File: src/rtl/fft_pkg.sv
// Shared constants and helpers for the streaming 64-point FFT datapath.
package fft_pkg;

    localparam int FFT_N = 64;

    typedef enum logic {
        FILL = 1'b0,
        BFLY = 1'b1
    } stage_e;

    function automatic int data_width(input int int_bits, input int fract_bits);
        return int_bits + fract_bits;
    endfunction

    function automatic int clog2(input int v);
        int r;
        r = 0;
        while ((1 << r) < v) r++;
        return r;
    endfunction

endpackage

File: src/rtl/sdf_delay_line.sv
// Enable-gated DEPTH-entry delay: dout is the word written DEPTH enables ago.
module sdf_delay_line
    import fft_pkg::*;
#(
    parameter int WIDTH = 32,
    parameter int DEPTH = 1
) (
    input  logic             clk,
    input  logic             rst,
    input  logic             en,
    input  logic [WIDTH-1:0] din,
    output logic [WIDTH-1:0] dout
);

    generate
        if (DEPTH == 1) begin : g_reg
            logic [WIDTH-1:0] data_q;

            always_ff @(posedge clk) begin
                if (rst) begin
                    data_q <= '0;
                end else if (en) begin
                    data_q <= din;
                end
            end

            assign dout = data_q;
        end else begin : g_ring
            localparam int PW = clog2(DEPTH);

            logic [DEPTH-1:0][WIDTH-1:0] mem_q;
            logic [PW-1:0]               ptr_q;

            // Read-before-write at the same slot gives exactly DEPTH samples of delay.
            always_ff @(posedge clk) begin
                if (rst) begin
                    mem_q <= '0;
                    ptr_q <= '0;
                end else if (en) begin
                    mem_q[ptr_q] <= din;
                    ptr_q        <= (ptr_q == PW'(DEPTH - 1)) ? '0 : ptr_q + PW'(1);
                end
            end

            assign dout = mem_q[ptr_q];
        end
    endgenerate

endmodule

File: src/rtl/sdf_butterfly_stage.sv
// Radix-2 DIF single-path delay-feedback butterfly; one output per accepted sample.
module sdf_butterfly_stage
    import fft_pkg::*;
#(
    parameter int  INTEGER_SIZE = 8,
    parameter int  FRACT_SIZE   = 8,
    parameter int  DELAY        = 32,
    parameter int  TW_W         = 5,
    parameter int  TW_STRIDE    = 1,
    parameter int  SCALE        = 1,
    localparam int DATA_WIDTH   = data_width(INTEGER_SIZE, FRACT_SIZE)
) (
    input  logic                  clk,
    input  logic                  rst,
    input  logic                  in_valid,
    input  logic [DATA_WIDTH-1:0] in_r,
    input  logic [DATA_WIDTH-1:0] in_i,
    output logic                  out_valid,
    output logic [DATA_WIDTH-1:0] out_r,
    output logic [DATA_WIDTH-1:0] out_i,
    output logic [TW_W-1:0]       tw_idx,
    output logic                  out_sof
);

    localparam int DW = DATA_WIDTH;
    localparam int CW = clog2(2 * DELAY);

    logic [CW-1:0]   cnt_q, cnt_d;
    logic            primed_q, primed_d;
    logic            out_valid_q, out_valid_d;
    logic            out_sof_q, out_sof_d;
    logic [DW-1:0]   out_r_q, out_r_d;
    logic [DW-1:0]   out_i_q, out_i_d;
    logic [TW_W-1:0] tw_q, tw_d;

    logic [2*DW-1:0] dl_din, dl_dout;
    logic [DW-1:0]   d_r, d_i;
    logic [DW:0]     sum_r, sum_i, dif_r, dif_i;
    logic [TW_W-1:0] tw_fill;
    stage_e          stage;

    function automatic logic [DW-1:0] rescale(input logic [DW:0] s);
        if (SCALE != 0) return s[DW:1];
        else            return s[DW-1:0];
    endfunction

    sdf_delay_line #(
        .WIDTH (2 * DW),
        .DEPTH (DELAY)
    ) u_dl (
        .clk  (clk),
        .rst  (rst),
        .en   (in_valid),
        .din  (dl_din),
        .dout (dl_dout)
    );

    assign d_r = dl_dout[2*DW-1:DW];
    assign d_i = dl_dout[DW-1:0];

    // Block length is a power of two, so the counter MSB alone marks the second half.
    assign stage = cnt_q[CW-1] ? BFLY : FILL;

    assign sum_r = {d_r[DW-1], d_r} + {in_r[DW-1], in_r};
    assign sum_i = {d_i[DW-1], d_i} + {in_i[DW-1], in_i};
    assign dif_r = {d_r[DW-1], d_r} - {in_r[DW-1], in_r};
    assign dif_i = {d_i[DW-1], d_i} - {in_i[DW-1], in_i};

    assign tw_fill = TW_W'(int'(cnt_q) * TW_STRIDE);

    always_comb begin
        cnt_d       = cnt_q;
        primed_d    = primed_q;
        out_valid_d = 1'b0;
        out_sof_d   = out_sof_q;
        out_r_d     = out_r_q;
        out_i_d     = out_i_q;
        tw_d        = tw_q;
        dl_din      = {in_r, in_i};
        if (in_valid) begin
            cnt_d = cnt_q + CW'(1);
            if (stage == FILL) begin
                // Previous block's differences drain out while the new half fills.
                out_r_d     = d_r;
                out_i_d     = d_i;
                tw_d        = tw_fill;
                out_sof_d   = 1'b0;
                out_valid_d = primed_q;
            end else begin
                out_r_d     = rescale(sum_r);
                out_i_d     = rescale(sum_i);
                dl_din      = {rescale(dif_r), rescale(dif_i)};
                tw_d        = '0;
                out_sof_d   = (cnt_q == CW'(DELAY));
                out_valid_d = 1'b1;
                primed_d    = 1'b1;
            end
        end
    end

    always_ff @(posedge clk) begin
        if (rst) begin
            cnt_q       <= '0;
            primed_q    <= 1'b0;
            out_valid_q <= 1'b0;
            out_sof_q   <= 1'b0;
            out_r_q     <= '0;
            out_i_q     <= '0;
            tw_q        <= '0;
        end else begin
            cnt_q       <= cnt_d;
            primed_q    <= primed_d;
            out_valid_q <= out_valid_d;
            out_sof_q   <= out_sof_d;
            out_r_q     <= out_r_d;
            out_i_q     <= out_i_d;
            tw_q        <= tw_d;
        end
    end

    assign out_valid = out_valid_q;
    assign out_sof   = out_sof_q;
    assign out_r     = out_r_q;
    assign out_i     = out_i_q;
    assign tw_idx    = tw_q;

endmodule

File: config.mk
export PLATFORM = sky130hd
export DESIGN_NAME = sdf_butterfly_stage
export DESIGN_NICKNAME = d
export VERILOG_FILES = /design/src/rtl/fft_pkg.sv /design/src/rtl/sdf_delay_line.sv /design/src/rtl/sdf_butterfly_stage.sv
export SDC_FILE = /design/constraint.sdc
export NUM_CORES = 2
export LEC_CHECK = 0
export ABC_AREA = 0
export BUFFER_PORTS_ARGS = -buffer_cell sky130_fd_sc_hd__buf_2
export CAP_MARGIN = 5
export CORE_AREA = 10 10 381 383
export DETAILED_ROUTE_END_ITERATION = 16
export DIE_AREA = 0 0 391 393
export MAX_ROUTING_LAYER = met4
export PLACE_DENSITY_LB_ADDON = 0.1
export SETUP_SLACK_MARGIN = 0.15
export SKIP_CTS_REPAIR_TIMING = 1
export SLEW_MARGIN = 15
export SYNTH_ARGS = -nofsm -noshare
export SYNTH_HDL_FRONTEND = slang
export SYNTH_SLANG_ARGS = --single-unit
File: constraint.sdc
create_clock -name clk -period 6.2 [get_ports clk]
set_input_delay 1.24 -clock clk [delete_from_list [all_inputs] [get_ports clk]]
set_output_delay 1.24 -clock clk [all_outputs]
set_load 0.02 [all_outputs]
==> results summary <==
The share of final-layout standard cells stronger than drive strength 1 came out at 0.161. The number of global-route vias before repair came out at 36100. The post-layout instance area is 54200 µm². The number of DRC markers after the initial detailed-route iteration came out at 3300.

Routed signal wires occupy layers up through met4. The biggest area contributor in the post-synthesis netlist is sky130_fd_sc_hd__dfxtp_1. The mean routed wirelength per cell is 25.2 µm.

The cell sitting at the root of the clock tree is a sky130_fd_sc_hd__clkbuf_16. The amount of wire on met3 after detailed routing came out at 8.19 mm. The setup slack of the most critical reg-to-reg path came out at 0.61 ns.

A synthesized cell averages 9.63 µm². The share of total power dissipated in combinational logic is 0.083. The hold path depth is 1. The pin count of the biggest net entering global routing came out at 204.

The cell count after synthesis came out at 4974. Max-cap violations in this run came to 0. The final setup slack of the worst path is 0.605 ns. The routed wire length on met2 is 75.2 mm. The register bit count reported by yosys came out at 1075. The number of flops mapped to enable cells by yosys came out at 0. The most common cell in the synthesized netlist is sky130_fd_sc_hd__dfxtp_1. The initial antenna violation count is 3. The number of top-level pins is 74.

In this run the worst setup path begins at u_dl.g_ring.ptr_q[4]. Setup violations remaining at the end of the flow were counted as 0. The final-report hold violation count came out at 0. The worst register-to-register path ends at out_r[13]. After clock tree synthesis, the clock-pin slew on the worst setup and hold paths is 0.06 ns.

Relative to the synthesized area, the layout overhead comes to 13.2%. The placer congestion estimate is 0.842. In this run the worst path has a maximum fanout of 18.

The wire length of the first global-routing pass is 250 mm. The share of synthesized area occupied by flip-flops and latches is 0.449. The total global routing overflow is 0. The final cell utilization of the core came out at 0.395. Setup repair after global routing left no endpoint under its margin. The area of the die came out at 154000 µm². The most critical setup path has its endpoint at out_r[13]. The number of buffers added by the clock tree synthesis step is 117. The estimated wirelength of the detail-placed design came out at 102 mm. The routed wire length is 168 mm. VDD sags by at most 224 µV.

The relative contribution of the clock network to total power came out at 0.471. For the worst setup path, the data arrival time is 6.19 ns. The final worst-path cycle share came out at 0.902.

The flow ran to the end, and the final reports show no timing, DRC or antenna violations. The setup skew after layout came out at 0.0491 ns. The clock latency on the worst-skew pair is 0.75 ns. The minimum clock period after layout came out at 5.59 ns. Of the total power, registers draw 0.446. The transition at the pin with the smallest max-transition slack came out at 1.17 ns. The worst hold path begins at out_i[13]. Of all flip-flops after synthesis, the portion carrying an async set or reset was 0.

By startpoint and endpoint, the worst setup path is classified as flip-flop to flip-flop. The internal power of the cells totals 11.8 mW. The worst setup path is captured at a flip-flop. In the post-synthesis netlist, the biggest area contributors are sky130_fd_sc_hd__dfxtp_1, sky130_fd_sc_hd__a211oi_1, sky130_fd_sc_hd__mux4_2.

The netlist area before placement is 47900 µm². The total routing usage reported by global routing came out at 0.219. For this run, the leading register cell type out of synthesis is sky130_fd_sc_hd__dfxtp_1.

Summed over all nets, the switching power comes to 3.95 mW. The number of remaining DRC errors came out at 0. In this run, distinct cell masters in the synthesized netlist total 79.

The number of cells on the worst reg-to-reg path is 14. The headroom to the max-slew limit came out at 0.217. The die width is 391 µm. In this run the worst hold path is classified as flip-flop to flip-flop. The effective utilization at floorplan is 0.349.

The via density per instance is 5.63. Counting every sink on the clock net gives 1075. TritonCTS built the clock tree. The number of nets produced by synthesis is 5091. The die is 393 µm tall.

Of the post-synthesis cell area, the dominant cell type holds 0.449. The maximum clock frequency came out at 179 MHz. OpenSTA, run right after detailed placement, puts the worst setup slack at 0.707 ns.

The power per unit of standard cell area is 290 nW/µm². After floorplanning, the core was divided into 136 placement rows. The number of buffers added on ports is 73.

The total number of yosys warnings is 0. The setup TNS after final layout came out at 0 ns. The type of element launching the critical path is a flip-flop. The post-detailed-placement cell area came out at 50100 µm².

The via count is 37500. The number of nets in the layout came out at 4882. By count the netlist is led by sky130_fd_sc_hd__dfxtp_1, sky130_fd_sc_hd__nor2_1, sky130_fd_sc_hd__a211oi_1, sky130_fd_sc_hd__clkbuf_1, sky130_fd_sc_hd__mux4_2. The max-slew violation total from the final report is 0. Counting along the longest clock path gives a buffer depth of 3. The fraction of power spent switching nets is 0.251.

The first TritonRoute pass finished after 5 iterations. The endpoint required time on the critical path is 6.80 ns. The leakage power total came out at 17.7 nW. The number of H-tree levels is 3. For this block, wires on met1 add up to 81.2 mm. The core region area is 137000 µm². The count of antenna-violating nets left after detailed routing is 0. In this run the critical register-to-register path is launched from u_dl.g_ring.ptr_q[4].
==> metrics by stage <==
stage / hold slack, ns / power [mW] / instances
6_report: 0.444 / 15.7 / 6665
5_1_grt: 0.468 / 16.3 / 6663
4_1_cts: 0.450 / 15.9 / 6661
3_5_place_dp: 0.437 / 8.47 / 6440
3_3_place_gp: 0.429 / 8.47 / 6440
2_1_floorplan: 0.433 / 8.04 / 4974
==> cell usage in the layout (no fill, tap or decap), drive strengths merged, types with 25 or more instances in the layout <==
master	netlist	layout
a211oi	783	783
mux2i	29	29
nor2	963	963
nand3b	135	135
clkinv	3	33
inv	66	67
dfxtp	1075	1075
buf	103	216
clkbuf	441	178
xnor2	25	25
a21o	45	45
nor3	52	52
nand2	209	209
o21ai	178	178
a21oi	119	119
nor3b	42	42
nand4	35	35
a22oi	127	127
a221oi	37	37
mux4	244	244
ha	78	78
==> cell type report <==
cell class | instances | area (µm²)
antenna | 4 | 10.0
clock buffer | 178 | 3490
clock inverter | 43 | 621
fill | 13500 | 82900
inverter | 69 | 259
multi-input combinational | 3286 | 24200
sequential | 1075 | 21500
tap | 1794 | 2240
timing repair buffer | 216 | 1820
==> power groups by stage <==
stage / logic [mW] / registers (mW) / clock network, mW
after floorplan: 0.889 / 7.15 / 0
after global placement: 1.31 / 7.16 / 0
after detailed placement: 1.30 / 7.16 / 0
after CTS: 1.31 / 7.01 / 7.57
after global routing: 1.41 / 7.01 / 7.85
final: 1.31 / 7.01 / 7.41
==> routing by layer <==
layer	global-route usage	vias up
li1	-	17800
met1	0.307	18500
met2	0.336	971
met3	0.0266	189
met4	0.0514	0
met5	-	-
==> registers in the layout, summed over array words and instances (netlist names) <==
| register | count |
|---|---|
| tw_idx | 5 |
| u_dl.g_ring.ptr_q | 5 |
| out_valid | 1 |
| out_i | 16 |
| cnt_q | 6 |
| u_dl.g_ring.mem_q | 1024 |
| primed_q | 1 |
| out_r | 16 |
| out_sof | 1 |
==> cells by family after synthesis <==
logic type	after synthesis	synth area share
compound gates	1369	0.205
xor+xnor	36	0.00659
fa+ha+maj	82	0.0221
buf+inv	613	0.0525
flops	1075	0.449
mux	283	0.123
simple gates	1516	0.141
==> how the worst min path moves through the flow <==
stage / end
after floorplan: u_dl.g_ring.mem_q[198]
after global placement: out_i[15]
after detailed placement: out_i[13]
after CTS: out_i[14]
after global routing: out_r[12]
final: out_i[13]
==> worst max-delay path, cell delays in order (launching register included) <==
cell and delay, ns:
sky130_fd_sc_hd__dfxtp_1 0.72, sky130_fd_sc_hd__nor3b_4 0.93, sky130_fd_sc_hd__buf_4 0.32, sky130_fd_sc_hd__buf_4 0.22
sky130_fd_sc_hd__a22oi_1 0.12, sky130_fd_sc_hd__nand4_1 0.47, sky130_fd_sc_hd__ha_1 0.38, sky130_fd_sc_hd__nor2_1 0.14
sky130_fd_sc_hd__o21ai_0 0.14, sky130_fd_sc_hd__a21oi_1 0.25, sky130_fd_sc_hd__o211ai_1 0.16, sky130_fd_sc_hd__a2111oi_0 0.91
sky130_fd_sc_hd__o21ai_0 0.22, sky130_fd_sc_hd__a41o_1 0.25, sky130_fd_sc_hd__a22o_1 0.22
Note: power is estimated with default switching activity, not from simulation.
